<file path="config.mk">
export PLATFORM = sky130hd
export DESIGN_NAME = cmp_query_ctrl_flat
export DESIGN_NICKNAME = d
export VERILOG_FILES = /design/src/rtl/cmp_query_ctrl_if.sv /design/src/rtl/cmp_query_ctrl.sv /design/src/flat_wrapper.sv
export SDC_FILE = /design/constraint.sdc
export NUM_CORES = 1
export LEC_CHECK = 0
export CAP_MARGIN = 20
export CELL_PAD_IN_SITES_DETAIL_PLACEMENT = 0
export CELL_PAD_IN_SITES_GLOBAL_PLACEMENT = 2
export CORE_MARGIN = 4
export CORE_UTILIZATION = 26
export CTS_BUF_LIST = sky130_fd_sc_hd__clkbuf_2
export CTS_CLUSTER_DIAMETER = 80
export CTS_CLUSTER_SIZE = 12
export DETAILED_ROUTE_END_ITERATION = 8
export PLACE_DENSITY = 0.75
export RECOVER_POWER = 50
export SYNTH_ARGS = -nofsm -noshare
export SYNTH_HDL_FRONTEND = slang
export SYNTH_SLANG_ARGS = --single-unit
export TNS_END_PERCENT = 20
</file>
<file path="constraint.sdc">
create_clock -name CLK -period 2 [get_ports CLK]
set_input_delay 0.3 -clock CLK [delete_from_list [all_inputs] [get_ports CLK]]
set_output_delay 0.3 -clock CLK [all_outputs]
set_load 0.02 [all_outputs]
</file>
<file path="src/rtl/cmp_query_ctrl_if.sv">
// Signal bundle around the compare-query sequencer: request, compare-unit and result channels.
// master is the sequencer's view; slave is the view of whatever surrounds it.
interface cmp_query_ctrl_if #(
  parameter int DATA_WIDTH = 16
);
  logic                  REQ_VALID;
  logic                  REQ_READY;
  logic [DATA_WIDTH-1:0] REQ_A;
  logic [DATA_WIDTH-1:0] REQ_B;

  logic [DATA_WIDTH-1:0] CMP_A;
  logic [DATA_WIDTH-1:0] CMP_B;
  logic [1:0]            CMP_FUN;
  logic                  CMP_EN;
  logic [1:0]            CMP_OUT;
  logic                  CMP_FLAG;

  logic                  RES_VALID;
  logic                  RES_READY;
  logic                  RES_EQ;
  logic                  RES_GT;
  logic                  RES_LT;
  logic                  RES_ERR;

  modport master (
    input  REQ_VALID, REQ_A, REQ_B, CMP_OUT, CMP_FLAG, RES_READY,
    output REQ_READY, CMP_A, CMP_B, CMP_FUN, CMP_EN,
           RES_VALID, RES_EQ, RES_GT, RES_LT, RES_ERR
  );

  modport slave (
    output REQ_VALID, REQ_A, REQ_B, CMP_OUT, CMP_FLAG, RES_READY,
    input  REQ_READY, CMP_A, CMP_B, CMP_FUN, CMP_EN,
           RES_VALID, RES_EQ, RES_GT, RES_LT, RES_ERR
  );
endinterface

</file>
<file path="src/rtl/cmp_query_ctrl.sv">
// Sequences EQ, GT and optionally LT queries to the signed compare unit and returns
// a one-hot relation (or an error) for each accepted operand pair. All outputs are registered.
module cmp_query_ctrl #(
  parameter int DATA_WIDTH = 16,
  parameter int TIMEOUT    = 4,
  parameter int CHECK_LT   = 0
) (
  input logic              CLK,
  input logic              RST,
  cmp_query_ctrl_if.master bus
);

  typedef enum logic [1:0] {
    S_IDLE,
    S_ISSUE,
    S_WAIT,
    S_RESP
  } state_t;

  typedef struct packed {
    logic err;
    logic lt;
    logic gt;
    logic eq;
  } res_t;

  // Query codes double as the matching "relation holds" response codes.
  localparam logic [1:0] FUN_NONE = 2'b00;
  localparam logic [1:0] FUN_EQ   = 2'b01;
  localparam logic [1:0] FUN_GT   = 2'b10;
  localparam logic [1:0] FUN_LT   = 2'b11;

  localparam logic [7:0] TIMEOUT_CNT = 8'(TIMEOUT);

  state_t                state,     state_n;
  logic [DATA_WIDTH-1:0] cmp_a,     cmp_a_n;
  logic [DATA_WIDTH-1:0] cmp_b,     cmp_b_n;
  logic [1:0]            cmp_fun,   cmp_fun_n;
  logic                  cmp_en,    cmp_en_n;
  logic                  req_ready, req_ready_n;
  logic                  res_valid, res_valid_n;
  res_t                  res,       res_n;
  logic [7:0]            cnt,       cnt_n;
  logic [7:0]            cnt_inc;

  logic                  finish;
  res_t                  res_fin;

  assign cnt_inc = cnt + 8'd1;

  // NOTE: every target gets its default first, so no path through the case can infer a latch.
  always_comb begin
    state_n     = state;
    cmp_a_n     = cmp_a;
    cmp_b_n     = cmp_b;
    cmp_fun_n   = cmp_fun;
    cmp_en_n    = cmp_en;
    req_ready_n = req_ready;
    res_valid_n = res_valid;
    res_n       = res;
    cnt_n       = cnt;
    finish      = 1'b0;
    res_fin     = '0;

    unique case (state)
      S_IDLE: begin
        if (bus.REQ_VALID) begin
          cmp_a_n     = bus.REQ_A;
          cmp_b_n     = bus.REQ_B;
          cmp_fun_n   = FUN_EQ;
          cmp_en_n    = 1'b1;
          req_ready_n = 1'b0;
          state_n     = S_ISSUE;
        end
      end

      // The compare outputs may still reflect the previous query here; ignore them.
      S_ISSUE: state_n = S_WAIT;

      S_WAIT: begin
        if (!bus.CMP_FLAG) begin
          if (cnt_inc == TIMEOUT_CNT) begin
            finish      = 1'b1;
            res_fin.err = 1'b1;
          end else begin
            cnt_n = cnt_inc;
          end
        end else begin
          cnt_n = '0;
          if (bus.CMP_OUT == cmp_fun) begin
            finish = 1'b1;
            case (cmp_fun)
              FUN_EQ:  res_fin.eq  = 1'b1;
              FUN_GT:  res_fin.gt  = 1'b1;
              FUN_LT:  res_fin.lt  = 1'b1;
              default: res_fin.err = 1'b1;
            endcase
          end else if (bus.CMP_OUT == FUN_NONE) begin
            case (cmp_fun)
              FUN_EQ: begin
                cmp_fun_n = FUN_GT;
                state_n   = S_ISSUE;
              end
              FUN_GT: begin
                if (CHECK_LT != 0) begin
                  cmp_fun_n = FUN_LT;
                  state_n   = S_ISSUE;
                end else begin
                  finish     = 1'b1;
                  res_fin.lt = 1'b1;
                end
              end
              // A negative LT answer after negative EQ and GT means no relation holds.
              default: begin
                finish      = 1'b1;
                res_fin.err = 1'b1;
              end
            endcase
          end else begin
            finish      = 1'b1;
            res_fin.err = 1'b1;
          end
        end
      end

      S_RESP: begin
        if (bus.RES_READY) begin
          res_valid_n = 1'b0;
          res_n       = '0;
          req_ready_n = 1'b1;
          state_n     = S_IDLE;
        end
      end

      default: state_n = S_IDLE;
    endcase

    if (finish) begin
      state_n     = S_RESP;
      cmp_en_n    = 1'b0;
      cmp_fun_n   = FUN_NONE;
      cnt_n       = '0;
      res_valid_n = 1'b1;
      res_n       = res_fin;
    end
  end

  // NOTE: non-blocking updates make every register see pre-edge values; blocking ones here would race.
  always_ff @(posedge CLK or negedge RST) begin
    if (!RST) begin
      state     <= S_IDLE;
      cmp_a     <= '0;
      cmp_b     <= '0;
      cmp_fun   <= FUN_NONE;
      cmp_en    <= 1'b0;
      req_ready <= 1'b1;
      res_valid <= 1'b0;
      res       <= '0;
      cnt       <= '0;
    end else begin
      state     <= state_n;
      cmp_a     <= cmp_a_n;
      cmp_b     <= cmp_b_n;
      cmp_fun   <= cmp_fun_n;
      cmp_en    <= cmp_en_n;
      req_ready <= req_ready_n;
      res_valid <= res_valid_n;
      res       <= res_n;
      cnt       <= cnt_n;
    end
  end

  assign bus.REQ_READY = req_ready;
  assign bus.CMP_A     = cmp_a;
  assign bus.CMP_B     = cmp_b;
  assign bus.CMP_FUN   = cmp_fun;
  assign bus.CMP_EN    = cmp_en;
  assign bus.RES_VALID = res_valid;
  assign bus.RES_EQ    = res.eq;
  assign bus.RES_GT    = res.gt;
  assign bus.RES_LT    = res.lt;
  assign bus.RES_ERR   = res.err;

endmodule

</file>
<file path="src/flat_wrapper.sv">
// flat-port wrapper written by rule: the top's interface ports become plain ports
module cmp_query_ctrl_flat 
#(
  parameter int DATA_WIDTH = 16,
  parameter int TIMEOUT    = 4,
  parameter int CHECK_LT   = 0
)
  (CLK, RST, bus_REQ_VALID, bus_REQ_A, bus_REQ_B, bus_CMP_OUT, bus_CMP_FLAG, bus_RES_READY, bus_REQ_READY, bus_CMP_A, bus_CMP_B, bus_CMP_FUN, bus_CMP_EN, bus_RES_VALID, bus_RES_EQ, bus_RES_GT, bus_RES_LT, bus_RES_ERR);
  cmp_query_ctrl_if #(.DATA_WIDTH(DATA_WIDTH)) bus_i ();
  input logic CLK;
  input logic RST;
  input wire logic [$bits(bus_i.REQ_VALID)-1:0] bus_REQ_VALID;
  input wire logic [$bits(bus_i.REQ_A)-1:0] bus_REQ_A;
  input wire logic [$bits(bus_i.REQ_B)-1:0] bus_REQ_B;
  input wire logic [$bits(bus_i.CMP_OUT)-1:0] bus_CMP_OUT;
  input wire logic [$bits(bus_i.CMP_FLAG)-1:0] bus_CMP_FLAG;
  input wire logic [$bits(bus_i.RES_READY)-1:0] bus_RES_READY;
  output wire logic [$bits(bus_i.REQ_READY)-1:0] bus_REQ_READY;
  output wire logic [$bits(bus_i.CMP_A)-1:0] bus_CMP_A;
  output wire logic [$bits(bus_i.CMP_B)-1:0] bus_CMP_B;
  output wire logic [$bits(bus_i.CMP_FUN)-1:0] bus_CMP_FUN;
  output wire logic [$bits(bus_i.CMP_EN)-1:0] bus_CMP_EN;
  output wire logic [$bits(bus_i.RES_VALID)-1:0] bus_RES_VALID;
  output wire logic [$bits(bus_i.RES_EQ)-1:0] bus_RES_EQ;
  output wire logic [$bits(bus_i.RES_GT)-1:0] bus_RES_GT;
  output wire logic [$bits(bus_i.RES_LT)-1:0] bus_RES_LT;
  output wire logic [$bits(bus_i.RES_ERR)-1:0] bus_RES_ERR;
  assign bus_i.REQ_VALID = bus_REQ_VALID;
  assign bus_i.REQ_A = bus_REQ_A;
  assign bus_i.REQ_B = bus_REQ_B;
  assign bus_i.CMP_OUT = bus_CMP_OUT;
  assign bus_i.CMP_FLAG = bus_CMP_FLAG;
  assign bus_i.RES_READY = bus_RES_READY;
  assign bus_REQ_READY = bus_i.REQ_READY;
  assign bus_CMP_A = bus_i.CMP_A;
  assign bus_CMP_B = bus_i.CMP_B;
  assign bus_CMP_FUN = bus_i.CMP_FUN;
  assign bus_CMP_EN = bus_i.CMP_EN;
  assign bus_RES_VALID = bus_i.RES_VALID;
  assign bus_RES_EQ = bus_i.RES_EQ;
  assign bus_RES_GT = bus_i.RES_GT;
  assign bus_RES_LT = bus_i.RES_LT;
  assign bus_RES_ERR = bus_i.RES_ERR;
  cmp_query_ctrl #(.DATA_WIDTH(DATA_WIDTH), .TIMEOUT(TIMEOUT), .CHECK_LT(CHECK_LT)) u_core (.CLK(CLK), .RST(RST), .bus(bus_i));
endmodule
</file>
==> results by group, run 1 <==
Outcome
  • Status: complete, no violations

STA
  • Fmax achieved: 525.4 MHz
  • Final Cycle Share: about 95%
  • Final Slew Violations: 0
  • Skew final: approximately 27 ps
  • Worst setup margin: between 90 and 100 ps
  • Worst slew pin tran: 896.1 ps
  • Post-route minimum period: between 1500 and 2000 ps
  • Final Hold Vio Count: 0
  • Setup TNS: 0 ps
  • Worst slew margin: roughly two fifths
  • Final setup fails: 0
  • RSZ-0062 raised after global routing: no

CTS
  • Max Root-Sink Buffers: 2
  • Root buf cell: clkbuf_2
  • CTS HTree Levels: 2
  • TritonCTS Buffers: 5
  • Clock Sinks: 51
  • CTS tree: built
  • Clock-pin slew on the worst setup and hold paths: ~300 ps
  • Clk_lat worst skew: 440 ps

Place
  • DP Worst Slack: -12.30 ps
  • DP Area: ~0.0033 sq mm
  • Port Buffers: 79
  • RD Place Congestion: 0.7520
  • Post-DP HPWL: between 3000 and 4000 um
  • Cell count after placement: 372

Route
  • Drt drc: 0
  • Drt wl/cell: about 14 um
  • DRT iter0 DRCs: between 60 and 70
  • Antenna-violating nets left: 0
  • DRT Wirelength: roughly 5500 um
  • Via Count: about 1800
  • Drt via density: between 4 and 5
  • 1st-pass router iterations: 4

Power and ir drop
  • Pwr/cell area: roughly 1400 mW/mm^2
  • Cell leakage power: 1.484 nW
  • Worst vdd ir: 0.6531 mV

Die
  • Height of the die: 101.4 um
  • Die area: slightly above 0.01 sq mm
  • Die Wd: between 100 and 150 um
  • Core ar.: around 0.0083 sq mm
  • Row cnt: 33
  • Io pins: 80
  • Initial Utilization: between 20% and 30%

GRT
  • First-pass GRT wire length: roughly 9100 um
  • GRT Overall Usage: a little under an eighth
  • Total gr overflow: 0
  • Pin count of the biggest net entering global routing: 37
  • Vias in the first global route: ~1900
  • Initial antenna violation count: 0

Critical path
  • WP data arrival: between 2000 and 2500 ps
  • Crit start category: flop
  • Critical-path cell list: and4_1, a21o_1, a2111oi_4, buf_4, o21ai_4, a32o_1
  • Crit path kind: flop to flop
  • Critical Path RT: about 2400 ps
  • Worst setup EP type: flop
  • Crit path max-delay family: compound AO/OA/AOI/OAI gates
  • Worst setup startpoint: u_core.cnt[0]
  • Critical R2R Launch: u_core.cnt[0]
  • Max incr delay on CP: between 500 and 600 ps
  • Worst Path Buf+Inv: 1
  • Slowest stage cell, crit path: dfrtp_2
  • Max FO, Critical Path: 6

Final layout
  • Design Area, Final: ~0.0035 sq mm
  • N_diodes: 0
  • Layout cells sized above 1: approximately 25%
  • Fin util: 41.43%
  • Final nets: approximately 320
  • Finished Layout Cells: ~390
  • Area grow syn2layout: 52.43%

Synthesis
  • Commonest cells post-synth: dfrtp_1 (50), mux2_2 (33), nand2_1 (13)
  • Sequential share of the synthesized area: about 56%
  • Synth warn: 0
  • Number of synthesized flops with an enable pin: 0
  • Post-synthesis async set-or-reset flop share: 100.0%
  • Top_reg_cell synth: dfrtp_1
  • Synth area leaders: dfrtp_1 (55%), mux2_2 (16%), ha_1 (3.3%)
  • Yosys reg bits: approximately 50
  • Largest area contributor in the netlist: dfrtp_1
  • Syn nets: 228
  • Synth top area share: between 50% and 60%
  • Top-count cell post-synth: dfrtp_1
  • Netlist Area Pre-Place: ~0.0023 sq mm
  • Avg Inst Size Synth: 12.39 sq um
  • Netlist cell types: 38
  • Post-Syn Instances: around 180

Flow run
  • Max-Cap Viols: 0

Min path
  • Hold WC Path Type: primary input to flop
  • HP Start: bus_REQ_A[5]
[final timing paths]
kind,end,slack [ps],depth (start not counted)
min in group asynchronous,u_core.bus.CMP_A[5],540,3
min reg2reg,u_core.bus.REQ_READY,510,2
min,u_core.bus.CMP_A[5],440,2
max reg2reg,u_core.bus.RES_EQ,100,6
max in group asynchronous,u_core.cnt[5],520,4
max,u_core.bus.RES_EQ,100,6
[registers in the layout, indices dropped and copies added (netlist names)]
signal / cells
u_core.bus.CMP_EN: 1
u_core.bus.RES_VALID: 1
u_core.bus.CMP_FUN: 2
u_core.bus.RES_EQ: 1
u_core.state: 2
u_core.bus.RES_LT: 1
u_core.bus.RES_GT: 1
u_core.bus.REQ_READY: 1
u_core.bus.CMP_A: 16
u_core.cnt: 8
u_core.bus.RES_ERR: 1
u_core.bus.CMP_B: 16
[power breakdown]
part	switching [W]	internal, W
sequential	0.000289	0.00148
combinational	0.00119	0.00132
clock	0.000359	0.000345
total	0.00184	0.00315
[timing repair]
action / in CTS / in global routing
hold buffers: 1 / 0
resized for setup: 5 / 10
pin swaps: 2 / 2
endpoints found under the hold margin: 34 / 0
setup buffers: 1 / 3
endpoints found under the setup margin: 4 / 9
[layout make-up]
cell class | instances | area, sq um
fillers | 811 | 4885
repair buffers | 97 | 932.1
clock inverters | 3 | 71.32
clock buffers | 5 | 25.02
well taps | 105 | 131.4
multi-input cells | 121 | 1003
flip-flops and latches | 51 | 1281
inverters | 3 | 11.26
[metal layers]
metal  track usage (%)  up-vias  share of wire [%]
li1                  -      850                  -
met1             13.81      833                 45
met2             16.15       66                 40
met3             7.645        4                 14
met4             3.067        0               0.93
met5                 0        -                  0
[placed cells by master, fill, tap and decap left out, types with 4 or more instances in the layout]
| cell | netlist | routed |
|---|---|---|
| mux2_2 | 33 | 33 |
| dfrtp_1 | 50 | 47 |
| ha_1 | 6 | 5 |
| clkdlybuf4s50_1 | 0 | 75 |
| nor2_1 | 11 | 11 |
| nor3_1 | 5 | 4 |
| clkbuf_2 | 0 | 8 |
| nand2_1 | 13 | 13 |
| a21oi_1 | 5 | 5 |
| buf_4 | 1 | 12 |
| nand3_1 | 6 | 6 |
| o21ai_0 | 8 | 8 |
[through the flow]
stage | power [W] | hold slack [ps]
finish | 0.004985 | 439.8
global route | 0.005350 | 349.4
CTS | 0.005028 | 339.2
detailed placement | 0.004273 | 370.8
global placement | 0.004262 | 374.0
floorplan | 0.003073 | 4.409
[kinds of logic after synthesis]
logic type      after synthesis  share of synthesized area, %
xor+xnor                      3                         1.159
buf+inv                      11                         2.042
flops                        51                         56.35
mux                          34                         16.83
simple gates                 44                         9.051
compound gates               34                         11.26
fa+ha+maj                     6                         3.311
No activity file was read; power rests on OpenSTA's default activity.
==> run 2, diff against run 1 <==
- CTS_CLUSTER_SIZE: 12 -> 14
- RECOVER_POWER: 50 -> 100
==> results by group, run 2 (synthesis results as in run 1) <==
Outcome
  • Status: complete, no violations

CTS
  • Clk_lat worst skew: 440 ps (about the same)
  • CTS HTree Levels: 2 (unchanged)
  • Max Root-Sink Buffers: 2 (unchanged)
  • Root buf cell: clkbuf_2
  • TritonCTS Buffers: 5 (unchanged)
  • Clock Sinks: 51 (unchanged)
  • CTS tree: built
  • Clock-pin slew on the worst setup and hold paths: 300 ps (about the same)

Place
  • RD Place Congestion: 0.7520 (unchanged)
  • DP Area: 0.003264 sq mm (unchanged)
  • Cell count after placement: 372 (unchanged)
  • Port Buffers: 79 (unchanged)
  • Post-DP HPWL: 3985 um (unchanged)

Die
  • Die Wd: 101.4 um (unchanged)
  • Core ar.: 0.008341 sq mm (unchanged)
  • Io pins: 80 (unchanged)
  • Row cnt: 33 (unchanged)
  • Die area: 0.01028 sq mm (unchanged)
  • Height of the die: 101.4 um (unchanged)
  • Initial Utilization: 27.18% (unchanged)

Route
  • DRT Wirelength: 5460 um (-0.13%)
  • Drt drc: 0 (unchanged)
  • DRT iter0 DRCs: 66 (-1.5%)
  • Drt wl/cell: 14.18 um (-0.13%)
  • Drt via density: 4.545 (-0.17%)
  • 1st-pass router iterations: 4 (unchanged)
  • Antenna-violating nets left: 0 (unchanged)
  • Via Count: 1750 (-0.17%)

Final layout
  • N_diodes: 0 (unchanged)
  • Commonest non-fill, non-tap cell in the layout: dfrtp_1
  • Finished Layout Cells: 385 (unchanged)
  • Final nets: 324 (unchanged)
  • Area grow syn2layout: 51.60%
  • Commonest cells after routing, fill and taps aside: dfrtp_1 (48), clkdlybuf4s50_1 (43), mux2_2 (33), dlygate4sd3_1 (33), nand2_1 (13)
  • Design Area, Final: 0.003437 sq mm (-0.54%)
  • Layout cells sized above 1: 24.64% (-0.36 points)

GRT
  • Vias in the first global route: 1902 (unchanged)
  • Total gr overflow: 0 (unchanged)
  • Pin count of the biggest net entering global routing: 37 (unchanged)
  • GRT Overall Usage: 11.27% (unchanged)
  • Initial antenna violation count: 0 (unchanged)
  • First-pass GRT wire length: 9149 um (unchanged)

STA
  • Final setup fails: 0 (unchanged)
  • Worst slew pin tran: 897.2 ps (+1.119 ps)
  • RSZ-0062 raised after global routing: no
  • Final Cycle Share: 95.08% (about the same)
  • Skew final: 27.02 ps (-0.2641 ps)
  • Final Hold Vio Count: 0 (unchanged)
  • Worst slew margin: 40.19% (-0.075 points)
  • Post-route minimum period: 1902 ps (-1.879 ps)
  • Final Slew Violations: 0 (unchanged)
  • Fmax achieved: 525.9 MHz (about the same)

Critical path
  • WP data arrival: 2280 ps (about the same)
  • Crit start category: flop
  • Max FO, Critical Path: 6 (unchanged)
  • Critical Path RT: 2380 ps (about the same)
  • Crit path kind: flop to flop
  • Worst setup EP type: flop

Flow run
  • Max-Cap Viols: 0 (unchanged)

Power and ir drop
  • Cell leakage power: 1.463 nW (-1.4%)
  • Worst vdd ir: 0.6242 mV (-4.4%)
  • Pwr/cell area: 1405 mW/mm^2 (-2.6%)

Min path
  • Hold WC Path Type: primary input to flop
[run 2: changes by cell type in the layout (fill, tap and decap cells not counted), sizes merged]
| cell | delta |
|---|---|
| dlymetal6s2s | -2 |
| clkbuf | +2 |
| clkdlybuf4s50 | -32 |
| dlygate4sd3 | +32 |
[run 2: what timing repair did]
item | CTS | global route
hold endpoints to repair | 34 | 0
setup endpoints to repair | 4 | 9
setup buffers | 1 | 3
hold buffers | 1 | 0
pin swaps | 2 | 2
resized for setup | 5 | 10
[run 2: metal layers]
metal,track usage (%),part of all wire [%]
met5,0,0
met4,3.067,0.93
met3,7.645,14
met2,16.15,41
met1,13.81,45
[run 2: worst paths after layout]
| check | depth (start not counted) | from | slack (ps) | to |
|---|---|---|---|---|
| hold reg to reg | 2 | u_core.bus.REQ_READY | 510 | u_core.bus.REQ_READY |
| setup reg to reg | 6 | u_core.cnt[0] | 100 | u_core.bus.RES_EQ |
| min in group asynchronous | 3 | RST | 540 | u_core.bus.CMP_A[5] |
| hold / removal | 2 | bus_REQ_A[5] | 440 | u_core.bus.CMP_A[5] |
| max in group asynchronous | 4 | RST | 520 | u_core.cnt[0] |
| setup / recovery | 6 | u_core.cnt[0] | 100 | u_core.bus.RES_EQ |
[run 2: stage by stage]
stage | setup WS, ps | hold WS (ps) | power (W) | util, % | TNS [ps]
finish | 98.44 | 440.5 | 0.004828 | 41.21 | 0
global route | 29.59 | 349.4 | 0.005197 | 41.21 | 0
CTS | 5.724 | 339.2 | 0.005028 | 40.76 | 0
detailed placement | -12.30 | 370.8 | 0.004273 | 39.14 | -20.79
global placement | 42.63 | 374.0 | 0.004262 | 39.14 | 0
floorplan | 101.0 | 4.409 | 0.003073 | - | 0
[run 2: worst max-delay path: stages (launching register included)]
cell and delay [ps]:
dfrtp_2 510, and4_1 260, a21o_1 200, a2111oi_4 330
buf_4 200, o21ai_4 80, a32o_1 270
[run 2: cell type report]
class | count | area, sq um
Inverter | 3 | 11.26
Multi-Input combinational cell | 121 | 1003
Sequential cell | 51 | 1280
Clock inverter | 3 | 71.32
Fill cell | 816 | 4903
Clock buffer | 5 | 25.02
Timing Repair Buffer | 97 | 914.6
Tap cell | 105 | 131.4
[run 2: power by group]
part / switching (W) / internal, W / total [W]
Combinational: 0.00119 / 0.00119 / 0.00237
Sequential: 0.000272 / 0.00148 / 0.00175
Clock: 0.000359 / 0.000345 / 0.000704
